--- src/rtl/lsu_subword.sv ---
// Load/store unit in front of a word-only RAM: lane select and extension for loads, two-cycle RMW for sb/sh.
// Define LSU_MISALIGN_TRAP_EN to pulse misalign_o on misaligned accesses instead of forcing natural alignment.
module lsu_subword #(
  parameter int ADDR_W = 16
) (
  input  logic        clk,
  input  logic        rst_n,
  input  logic        req_i,
  input  logic        we_i,
  input  logic [2:0]  funct3_i,
  input  logic [31:0] addr_i,
  input  logic [31:0] wdata_i,
  output logic        ready_o,
  output logic [31:0] rdata_o,
  output logic        rvalid_o,
  output logic        misalign_o,
  output logic [31:0] mem_addr_o,
  input  logic [31:0] mem_rdata_i,
  output logic        mem_we_o,
  output logic [31:0] mem_wdata_o
);

  typedef enum logic {IDLE, WRITE} state_t;

  state_t            state;
  state_t            state_nxt;
  logic [ADDR_W-3:0] addr_q;
  logic [31:0]       data_q;
  logic [31:0]       rdata_q;
  logic              rvalid_q;

  logic        accept;
  logic        load_ok;
  logic        store_ok;
  logic        op_ok;
  logic        is_half;
  logic        is_word;
  logic        misaligned;
  logic        trap;
  logic        perform;
  logic        sw_now;
  logic        rmw_now;
  logic [1:0]  off;
  logic [7:0]  byte_sel;
  logic [15:0] half_sel;
  logic [31:0] load_ext;
  logic [31:0] merged;
  logic        unused_addr;

  // Gating with rst_n keeps the RAM write strobe low for the whole reset window.
  assign accept  = req_i & (state == IDLE) & rst_n;

  always_comb begin
    load_ok  = 1'b0;
    store_ok = 1'b0;
    case (funct3_i)
      3'b000, 3'b001, 3'b010: begin
        load_ok  = 1'b1;
        store_ok = 1'b1;
      end
      3'b100, 3'b101: load_ok = 1'b1;
      default: ;
    endcase
  end

  assign op_ok      = we_i ? store_ok : load_ok;
  assign is_half    = (funct3_i[1:0] == 2'b01);
  assign is_word    = (funct3_i[1:0] == 2'b10);
  assign misaligned = (is_half & addr_i[0]) | (is_word & (addr_i[1:0] != 2'b00));

`ifdef LSU_MISALIGN_TRAP_EN
  assign trap = op_ok & misaligned;
  assign off  = addr_i[1:0];
`else
  assign trap = 1'b0;
  assign off  = is_word ? 2'b00 : (is_half ? {addr_i[1], 1'b0} : addr_i[1:0]);
`endif

  assign perform = accept & op_ok & ~trap;
  assign sw_now  = perform & we_i & is_word;
  assign rmw_now = perform & we_i & ~is_word;

  always_comb begin
    byte_sel = mem_rdata_i[{off, 3'b000} +: 8];
    half_sel = off[1] ? mem_rdata_i[31:16] : mem_rdata_i[15:0];
    case (funct3_i)
      3'b000:  load_ext = {{24{byte_sel[7]}}, byte_sel};
      3'b001:  load_ext = {{16{half_sel[15]}}, half_sel};
      3'b010:  load_ext = mem_rdata_i;
      3'b100:  load_ext = {24'h0, byte_sel};
      3'b101:  load_ext = {16'h0, half_sel};
      default: load_ext = 32'h0;
    endcase
  end

  always_comb begin
    merged = mem_rdata_i;
    if (is_half) merged[{off[1], 4'b0000} +: 16] = wdata_i[15:0];
    else         merged[{off, 3'b000} +: 8]      = wdata_i[7:0];
  end

  always_comb begin
    state_nxt   = state;
    ready_o     = 1'b0;
    mem_we_o    = 1'b0;
    mem_wdata_o = 32'h0;
    mem_addr_o  = {{(32-ADDR_W){1'b0}}, addr_i[ADDR_W-1:2], 2'b00};
    case (state)
      IDLE: begin
        ready_o = 1'b1;
        if (sw_now) begin
          mem_we_o    = 1'b1;
          mem_wdata_o = wdata_i;
        end
        if (rmw_now) state_nxt = WRITE;
      end
      WRITE: begin
        mem_addr_o  = {{(32-ADDR_W){1'b0}}, addr_q, 2'b00};
        mem_we_o    = 1'b1;
        mem_wdata_o = data_q;
        state_nxt   = IDLE;
      end
      default: state_nxt = IDLE;
    endcase
  end

  always_ff @(posedge clk or negedge rst_n) begin
    if (!rst_n) begin
      state    <= IDLE;
      addr_q   <= '0;
      data_q   <= 32'h0;
      rdata_q  <= 32'h0;
      rvalid_q <= 1'b0;
    end else begin
      state    <= state_nxt;
      rvalid_q <= accept & ~we_i & ~trap;
      if (accept & ~we_i & ~trap) rdata_q <= load_ok ? load_ext : 32'h0;
      if (rmw_now) begin
        addr_q <= addr_i[ADDR_W-1:2];
        data_q <= merged;
      end
    end
  end

  assign rdata_o  = rdata_q;
  assign rvalid_o = rvalid_q;

`ifdef LSU_MISALIGN_TRAP_EN
  logic misalign_q;

  always_ff @(posedge clk or negedge rst_n) begin
    if (!rst_n) misalign_q <= 1'b0;
    else        misalign_q <= accept & trap;
  end

  assign misalign_o = misalign_q;
`else
  assign misalign_o = 1'b0;
`endif

  // Upper address bits are outside the RAM window.
  assign unused_addr = &{1'b0, addr_i[31:ADDR_W]};

endmodule
--- config.mk ---
export PLATFORM = sky130hd
export DESIGN_NAME = lsu_subword
export DESIGN_NICKNAME = d
export VERILOG_FILES = /design/src/rtl/lsu_subword.sv
export SDC_FILE = /design/constraint.sdc
export NUM_CORES = 1
export LEC_CHECK = 0
export ABC_CLOCK_PERIOD_IN_PS = 1800
export BUFFER_PORTS_ARGS = -buffer_cell sky130_fd_sc_hd__clkbuf_2
export CAP_MARGIN = 20
export CELL_PAD_IN_SITES_DETAIL_PLACEMENT = 0
export CELL_PAD_IN_SITES_GLOBAL_PLACEMENT = 1
export CORE_MARGIN = 2
export CORE_UTILIZATION = 38
export CTS_BUF_LIST = sky130_fd_sc_hd__clkbuf_2
export DETAILED_ROUTE_END_ITERATION = 16
export GPL_TIMING_DRIVEN = 1
export PLACE_DENSITY = 0.84
export REMOVE_ABC_BUFFERS = 1
export SLEW_MARGIN = 20
export SYNTH_ARGS = -nofsm -noshare
export SYNTH_HDL_FRONTEND = slang
export SYNTH_SLANG_ARGS = --single-unit
--- constraint.sdc ---
create_clock -name clk -period 1.8 [get_ports clk]
set_input_delay 0.18 -clock clk [delete_from_list [all_inputs] [get_ports clk]]
set_output_delay 0.18 -clock clk [all_outputs]
set_load 0.02 [all_outputs]
# ---- Word level (Yosys, flattened, before mapping)
# Cells that the tools add are included.
dict set report word_totals {
  output_inout_bits 100
  elab_cells 50
  in_bits 103
  reg_bits 80
}
dict set report op_classes {
  add_sub_neg 2
  n_eq_ne 6
  reduce_logical 3
  bitwise 10
  muxes 19
  shift 5
}
# op count
set ops {}
lappend ops {{$pmux 32 s5} 1}
lappend ops {{$mux 32} 3}
lappend ops {{$bwmux 32} 2}
lappend ops {{$pmux 32 s2} 1}
lappend ops {{$mux 16} 2}
lappend ops {{$shift 16x7->32 const A} 1}
lappend ops {{$shift 8x7->32 const A} 1}
lappend ops {{$shiftx 16x7->32} 1}
lappend ops {{$shiftx 32x6->8} 1}
lappend ops {{$shiftx 8x7->32} 1}
lappend ops {{$neg 5->7} 2}
lappend ops {{$and 1x1->1} 7}
lappend ops {{$mux 1} 7}
lappend ops {{$eq 3x3->1 const B} 2}
lappend ops {{$reduce_or 5->1} 1}
lappend ops {{$pmux 1 s2} 2}
lappend ops {{$eq 3x1->1 const B} 1}
lappend ops {{$eq 3x2->1 const B} 1}
lappend ops {{$logic_not 3->1} 1}
lappend ops {{$not 1->1} 3}
lappend ops {{$reduce_or 3->1} 1}
lappend ops {{$eq 2x1->1 const B} 1}
lappend ops {{$eq 2x2->1 const B} 1}
lappend ops {{$mux 2} 1}

# ---- Logic depth before layout (Yosys ltp)
# Gate-level depths: netlist (run 1).
dict set report logic_depth {
  word_depth 9
  mapped_depth 10
  ltp_nobuf 8
}

# ---- Worst setup path before layout (run 1)
# OpenSTA, ideal clock, no wires.
dict set report synth_path {
  kind {input to register}
  startpoint {input funct3_i[1]}
  endpoint {register data_q[23]}
  n_path_buf 2
  setup_ns 0.094
  t_required_ns 1.706
  setup_slack_ns -0.341
  stages 9
  arrival_time_ns 2.047
  cell_sequence {buf_4 > nand2b_1 > nand2_2 > buf_2 > ha_1 > nand2b_1 > a211oi_4 > a221oi_1 > a211oi_1}
}
dict set report synth_via {
  elab_chain_cells 7
}
# element line
set synth_rtl {}
lappend synth_rtl {{start, declared} 10} ;# input logic [2:0] funct3_i,
lappend synth_rtl {{$eq 2x1->1 (tied with other cells)} 67} ;# assign is_half = (funct3_i[1:0] == 2'b01);
lappend synth_rtl {{$mux 1 (tied with other cells)} 76} ;# assign off = is_word ? 2'b00 : (is_half ? {addr_i[1], 1'b0} : addr_i[1:0]);
lappend synth_rtl {{$mux 2 or $mux 1 (tied branches)} {76, 56}}
lappend synth_rtl {{$neg 5->7 or $mux 1 (tied branches)} {99, 66}}
lappend synth_rtl {{$shiftx 8x7->32 (tied with other cells)} 99} ;# else merged[{off, 3'b000} +: 8] = wdata_i[7:0];
lappend synth_rtl {{$bwmux 32 or $and 1x1->1 (tied branches)} {99, 81}}
lappend synth_rtl {{$mux 32 or $and 1x1->1 (tied branches)} {98, 81}}
lappend synth_rtl {{end signal, assigned} 140} ;# data_q <= merged;
lappend synth_rtl {{end, declared} 28} ;# logic [31:0] data_q;
# Several ways; a longest one is shown, not always the timed one.
# A chain may end at the register's enable or synchronous reset.

# ---- Worst setup path in the final report (run 1)
dict set report layout_path {
  startpoint {register state}
  endpoint {output mem_addr_o[2]}
}
dict set report layout_via {
  elab_chain_cells 1
}
# element line
set layout_rtl {}
lappend layout_rtl {{start, declared} 25} ;# state_t state;
lappend layout_rtl {{start signal, assigned} 135} ;# state <= state_nxt;
lappend layout_rtl {{$mux 16} 108} ;# case (state)
lappend layout_rtl {{end, declared} 17} ;# output logic [31:0] mem_addr_o,
# Every way passes these cells.

==> impl_metrics.csv, run 1 <==
group,metric,value,unit
yosys,synth_flop_cell,"dfrtp_1",
cts,cts-htree-levels,3,
cts,cts_tree,"done",
sta,timing.final.max_slew_violations,0,
floorplan,floorplan.initialDensity,39.23,%
global_routing,global_route.peak_usage_layer,"met2",
min_path,worst_hold_path_type,"in2reg",
worst_setup_path,criticalPathCategory,"reg2out",
worst_setup_path,required_time_at_the_worst_slack_endpoint,1.62,ns
pwr,share_seq_of_total_power,45.3,%
pwr,power_density_of_the_placed_cells,608.1,mW/mm^2
place,dpl_cell_area,0.006447,sq mm
pwr,power.switching_fraction,37.42,%
cts,clockBufferDepth,2,
drt,drtAntennaViolNets,0,
cts,cts-root-buf,"clkbuf_2",
global_routing,combined_global_route_utilization_of_all_metal_layers,27.14,%
global_routing,grt_use_met1,35.02,%
floorplan,fp.dieH,121.4,microns
yosys,synth_edf_count,0,
drt,wire_per_inst,21.99,microns
floorplan,coreArea,0.01335,sq mm
yosys,total_number_of_yosys_warnings,0,
sta,final_period_minus_worst_setup_slack,2.152,ns
pwr,clockPowerShare,18.8,%
cts,clkSinkCount,80,
cts,clock_insertion_delay_worst_skew,0.59,ns
yosys,synthesized_instance_count,536,
yosys,ys_seq_elements,80,
finish,area.growth.synth_to_final,64.42,%
drt,routed_via_density,5.898,
drt,detailedRoute.firstIterationViolations,481,
run,maxCapViolations,0,
pwr,net-switching-power,1.959,mW
status,outcome,"finished with violations",
pwr,leak,3.828,nW
pwr,power.combinational.fraction,35.9,%
yosys,synth_largest_type_area_fraction,38.23,%
global_routing,grt.met3_usage,5.169,%
sta,max_slew_margin,39.12,%
finish,layout.nets,909,
worst_setup_path,reg2reg_from,"state$_DFF_PN0_",
worst_setup_path,critical_path.max_fanout,11,
floorplan,die-area,0.01473,sq mm
sta,setup_viol_count_final,79,
worst_setup_path,ff2ff_path_depth,7,
worst_setup_path,r2r_slack,-0.34,ns
yosys,netlist.top_cell.by_area,"dfrtp_1",
sta,grt_setup_unrepaired,"yes",
drt,wirelength,21.64,mm
pwr,p_total,5.235,mW
floorplan,row_cnt,42,
drt,detail_route.first_pass.iterations,5,
sta,hold-worst-slack,-0.002711,ns
worst_setup_path,r2r-end,"data_q[13]$_DFFE_PN0P_",
global_routing,met2_usage,44.10,%
yosys,post_synth_main_area_contributors,"dfrtp_1, a221oi_1, mux2_2",
worst_setup_path,series_of_cell_instances_along_the_critical_path,"buf_4, bufbuf_16, mux2_2, clkbuf_2",
place,numPortBuffers,167,
sta,layout_setup_ws,-0.3515,ns
sta,worst-slew-pin-transition,0.9104,ns
sta,finalCritPeriodShare,119.5,%
finish,drive_gt1_share,46.34,%
min_path,min_to,"data_q[21]$_DFFE_PN0P_",
yosys,post_synth_num_cell_types,54,
floorplan,floorplan.die.width,121.4,microns
cts,cts_made_buffers,9,
global_routing,grt-ovfl-total,0,
sta,timing.clock.skew,0.02194,ns
place,gp_congestion,0.8861,
global_routing,grt_start_max_net_pins,42,
worst_setup_path,crit_path_end_kind,"output pin",
pwr,p_int,3.276,mW
yosys,total_standard_cell_area_after_synthesis,0.005236,sq mm
global_routing,grt_pass1_wl,30.55,mm
floorplan,design.portCount,203,
worst_setup_path,critical_path.slowest_cell,"dfrtp_2",
sta,final-hold-violation-count,1,
worst_setup_path,crit_start_category,"flip-flop",
min_path,hold_start,"wdata_i[5]",
place,dpl.hpwl,12.77,mm
cts,cts.reportedPaths.clkPinSlew,0.22,ns
yosys,avgSynthCellArea,9.769,sq um
global_routing,antenna_found_initial,1,
status,violations,"hold timing, setup timing",
sta,timing.fmax,464.8,MHz
finish,fill_cells,1006,
finish,final_cell_area,0.008610,sq mm
yosys,synth.yosys.seq_area_share,38.23,%
drt,count_of_unresolved_drc_violations_after_routing,0,
global_routing,via_count_of_the_first_global_routing_pass,5544,
worst_setup_path,worst_ep_arrival_time,1.97,ns
worst_setup_path,critical_path.max_stage_delay,0.42,ns
min_path,timing.hold.worst_path_depth,3,
yosys,postSynth.asyncResetShare,100.0,%
yosys,post-synth-top-count-cell,"dfrtp_1",
pwr,vdd.ir_drop.worst,0.2770,mV
yosys,synth_common_cells,"dfrtp_1, nand2_1, a221oi_1",
drt,dr_total_vias,5804,
[power by group through the flow]
stage	Combinational [mW]	Clock, mW	Sequential (mW)
finish	1.88	0.983	2.37
global route	2.01	1.06	2.41
CTS	1.66	0.973	2.35
detailed placement	1.44	0	2.39
global placement	1.40	0	2.38
floorplan	0.703	0	2.46
[per-stage QoR]
| stage | hold WS [ns] | utilization (%) | setup slack, ns | cells | TNS, ns |
|---|---|---|---|---|---|
| 4_1_cts | 0.00003092 | 59.87 | -0.3179 | 976 | -16.02 |
| 3_3_place_gp | 0.1447 | 48.30 | -0.03947 | 884 | -0.1693 |
| 5_1_grt | -0.0002035 | 64.48 | -0.4273 | 983 | -28.85 |
| 3_5_place_dp | 0.1458 | 48.30 | -0.1015 | 884 | -1.324 |
| 2_1_floorplan | -0.1156 | - | -1.502 | 489 | -100.03 |
| 6_report | -0.002711 | 64.50 | -0.3515 | 984 | -22.60 |
[registers in the layout (all words and copies together), names as in the netlist]
name / cells
rvalid_o: 1
rdata_o: 32
addr_q: 14
state: 1
data_q: 32
[worst max-delay path, delay by kind of cell, from the launching register on]
family	cells	cell delay (ns)
buf+inv	3	0.63
flops	1	0.42
mux	1	0.35
[per-layer routing]
layer | vias up | wire length (microns)
li1 | 2547 | -
met1 | 2856 | 8529
met2 | 327 | 10430
met3 | 72 | 1806
met4 | 2 | 855
met5 | - | 13
[cells by family after synthesis]
group / synth area share (%)
DFF: 38.23
buffers and inverters: 7.718
muxes: 10.99
AOI/OAI and AO/OA: 28.08
and+or+nand+nor: 13.57
xor gates and xnor gates: 0.6214
adders and majority gates: 0.7169
other: 0.07162
[layout make-up]
cell class	instances	area, sq um	share of cell area (%)
Multi-Input combinational cell	403	3567	41.43
Inverter	6	30.03	0.3488
Timing Repair Buffer	303	2684	31.17
Clock inverter	4	47.55	0.5522
Sequential cell	80	2003	23.27
Antenna cell	1	2.502	0.02907
Clock buffer	11	55.05	0.6394
Tap cell	176	220.2	2.558
[repair_timing]
| action | in CTS | in global routing |
|---|---|---|
| gates cloned | 7 | 4 |
| pin swaps | 3 | 11 |
| gates resized for setup | 115 | 82 |
| buffers inserted | 6 | 3 |
| endpoints found under the setup margin | 66 | 105 |
| endpoints found under the hold margin | 98 | 0 |
| hold buffers | 64 | 0 |
[how the worst max path moves through the flow]
stage | from | end | slack, ns | cells past startpoint
after floorplan | state$_DFF_PN0_ | rdata_o[10]$_DFFE_PN0P_ | -1.50 | 4
after global placement | funct3_i[1] | data_q[18]$_DFFE_PN0P_ | -0.04 | 9
after detailed placement | funct3_i[1] | data_q[16]$_DFFE_PN0P_ | -0.10 | 9
after CTS | state$_DFF_PN0_ | mem_addr_o[3] | -0.32 | 4
after global routing | state$_DFF_PN0_ | mem_wdata_o[0] | -0.43 | 6
final | state$_DFF_PN0_ | mem_addr_o[2] | -0.35 | 4
[cell usage in the layout, fill, tap and decap left out, drive strengths merged, types with 2 or more instances in the layout]
cell type and count:
a211oi 27, a21boi 7, a21o 2, a21oi 12, a221oi 48, a222oi 6
a22o 32, and2 6, buf 68, bufbuf 2, clkbuf 180, clkinv 3
conb 19, dfrtp 80, dlygate4sd3 64, ha 3, inv 5, mux2 28
mux2i 26, nand2 71, nand2b 3, nand3 2, nand3b 3, nor2 28
nor2b 9, nor3b 4, nor4b 2, o211ai 9, o21ai 42, or3b 2
Power figures use the tool's default switching activity.
==> inputs of run 2 (changes only) <==
Settings changed: CORE_MARGIN 2 to 3.
==> run 2 against run 1 <==
The flow finishes with violations (setup timing). Setup slack improved by 0.072 ns. Sequential share of layout area rose by 3.1 points. Clock power rose by 9.9%. Critical path depth rose by 1.
==> impl_metrics.csv, run 2 (synthesis results as in run 1) <==
group,metric,value,unit
status,outcome,"finished with violations",
status,violations,"setup timing",
floorplan,row_cnt,42,
min_path,worst_hold_path_type,"in2reg",
floorplan,coreArea,0.01335,sq mm
worst_setup_path,critical_path.max_fanout,23,
finish,final_common_cell,"clkbuf_2",
pwr,leak,3.538,nW
drt,wire_per_inst,19.82,microns
drt,detail_route.first_pass.iterations,5,
sta,final-hold-violation-count,0,
sta,grt_setup_unrepaired,"yes",
pwr,power_density_of_the_placed_cells,664.1,mW/mm^2
finish,drive_gt1_share,37.82,%
worst_setup_path,criticalPathCategory,"reg2out",
sta,timing.final.max_slew_violations,0,
worst_setup_path,buf_inv_on_cp,2,
finish,area.growth.synth_to_final,45.26,%
finish,finish.utilization,56.98,%
sta,timing.fmax,480.8,MHz
floorplan,design.portCount,203,
finish,layout.cells.most_common_list,"clkbuf_2, dfrtp_1, nand2_1",
place,gp_congestion,0.8464,
worst_setup_path,ff2ff_path_depth,6,
worst_setup_path,crit_path_end_kind,"output pin",
sta,hold-worst-slack,0.03237,ns
place,dpl.hpwl,13.15,mm
pwr,vdd.ir_drop.worst,0.2412,mV
drt,count_of_unresolved_drc_violations_after_routing,0,
cts,cts-root-buf,"clkbuf_2",
sta,final_period_minus_worst_setup_slack,2.080,ns
place,numPortBuffers,167,
drt,routed_via_density,5.646,
global_routing,via_count_of_the_first_global_routing_pass,5382,
worst_setup_path,crit_start_category,"flip-flop",
min_path,timing.hold.worst_path_depth,3,
global_routing,combined_global_route_utilization_of_all_metal_layers,24.45,%
global_routing,grt_pass1_wl,28.72,mm
finish,layout.nets,890,
worst_setup_path,critical_path.slowest_cell,"dfrtp_2",
global_routing,antenna_found_initial,1,
worst_setup_path,setup.worst_path.start,"state$_DFF_PN0_",
worst_setup_path,reg2reg_from,"state$_DFF_PN0_",
cts,clkSinkCount,80,
finish,n_antenna_cell,0,
drt,drtAntennaViolNets,0,
drt,detailedRoute.firstIterationViolations,439,
worst_setup_path,series_of_cell_instances_along_the_critical_path,"nand4b_4, nor2_4, buf_12, a22o_1, clkbuf_8",
worst_setup_path,endpoint,"mem_wdata_o[11]",
sta,setup_viol_count_final,48,
finish,fill_cells,1157,
worst_setup_path,r2r-end,"data_q[5]$_DFFE_PN0P_",
sta,timing.clock.skew,0.01999,ns
global_routing,grt_start_max_net_pins,42,
cts,cts_made_buffers,9,
floorplan,fp.dieH,123.4,microns
cts,cts.reportedPaths.clkPinSlew,0.20,ns
drt,dr_total_vias,5443,
worst_setup_path,cp.depth,5,
run,maxCapViolations,0,
worst_setup_path,worst_ep_arrival_time,1.90,ns
cts,clock_insertion_delay_worst_skew,0.55,ns
cts,cts_tree,"done",
worst_setup_path,critical_path.max_stage_delay,0.47,ns
floorplan,floorplan.die.width,123.4,microns
floorplan,die-area,0.01522,sq mm
cts,cts-htree-levels,3,
global_routing,grt-ovfl-total,0,
worst_setup_path,cpLargestDelayFamily,"flip-flops",
sta,layout_setup_ws,-0.2799,ns
worst_setup_path,required_time_at_the_worst_slack_endpoint,1.62,ns
floorplan,floorplan.initialDensity,39.23,%
worst_setup_path,r2r_slack,-0.04,ns
sta,finalCritPeriodShare,115.6,%
drt,wirelength,19.11,mm
pwr,p_total,5.051,mW
cts,clockBufferDepth,2,
==> run 2: changes by cell type in the layout (fill, tap and decap cells not counted), moves of 3 or more <==
cell       previous run  this run
a211oi_1              4        19
o21ai_0              11        24
o21ai_1              29        17
a221oi_4             25         0
a221oi_1              3        37
a221oi_2             20        11
clkbuf_8             33        23
a211oi_2             22         7
clkbuf_16             4         1
buf_16                5         0
==> run 2: layout make-up <==
cell class	count	area [sq um]	area share, %
inverter	6	28.78	0.3784
clock inverter	5	72.57	0.9541
timing repair buffer	284	2267	29.81
tap	176	220.2	2.895
sequential	80	2003	26.34
multi-input combinational	403	2964	38.97
clock buffer	10	50.05	0.6580
==> run 2: repair_timing <==
| item | CTS | global route |
|---|---|---|
| hold endpoints to repair | 103 | 2 |
| pin swaps | 1 | 1 |
| setup buffers | 2 | 1 |
| endpoints found under the setup margin | 78 | 92 |
| gates cloned | 1 | 1 |
| hold buffers | 62 | 2 |
| gates resized for setup | 60 | 25 |
==> run 2: routing by layer <==
metal / vias to the layer above / GRT usage (%) / wire length (microns)
met4: 2 / 7.266 / 396
met3: 29 / 6.587 / 1527
met1: 2661 / 30.65 / 7869
met5: - / 0 / 8
li1: 2501 / - / -
met2: 250 / 41.22 / 9305
==> run 2: how the worst min path moves through the flow <==
stage | to | startpoint | slack, ns
floorplan | addr_q[0]$_DFFE_PN0P_ | rst_n | -0.12
global placement | rdata_o[26]$_DFFE_PN0P_ | rst_n | 0.20
detailed placement | rdata_o[26]$_DFFE_PN0P_ | rst_n | 0.20
CTS | data_q[17]$_DFFE_PN0P_ | wdata_i[1] | 0.0004
global route | data_q[9]$_DFFE_PN0P_ | mem_rdata_i[9] | 0.003
finish | data_q[6]$_DFFE_PN0P_ | wdata_i[6] | 0.03
==> run 2: report_power, final <==
part	internal, mW	total [mW]	switching (mW)
clock network	0.447	1.08	0.634
logic	0.710	1.62	0.907
registers	2.14	2.35	0.212
total	3.30	5.05	1.75
==> run 2: tightest hold or removal path: cells and delay by family <==
| kind | cells | cell delay [ns] |
|---|---|---|
| AOI/OAI and AO/OA | 1 | 0.09 |
| buffers and inverters | 1 | 0.13 |
| muxes | 1 | 0.15 |
==> run 2: per-stage QoR <==
stage	instance area, sq um	worst slack, ns	setup TNS (ns)	instances
2_1_floorplan	4922	-1.502	-100.03	489
3_3_place_gp	6405	-0.04366	-0.4880	880
3_5_place_dp	6405	-0.1448	-3.189	880
4_1_cts	7475	-0.2975	-12.33	960
5_1_grt	7606	-0.4088	-17.47	964
6_report	7606	-0.2799	-10.33	964
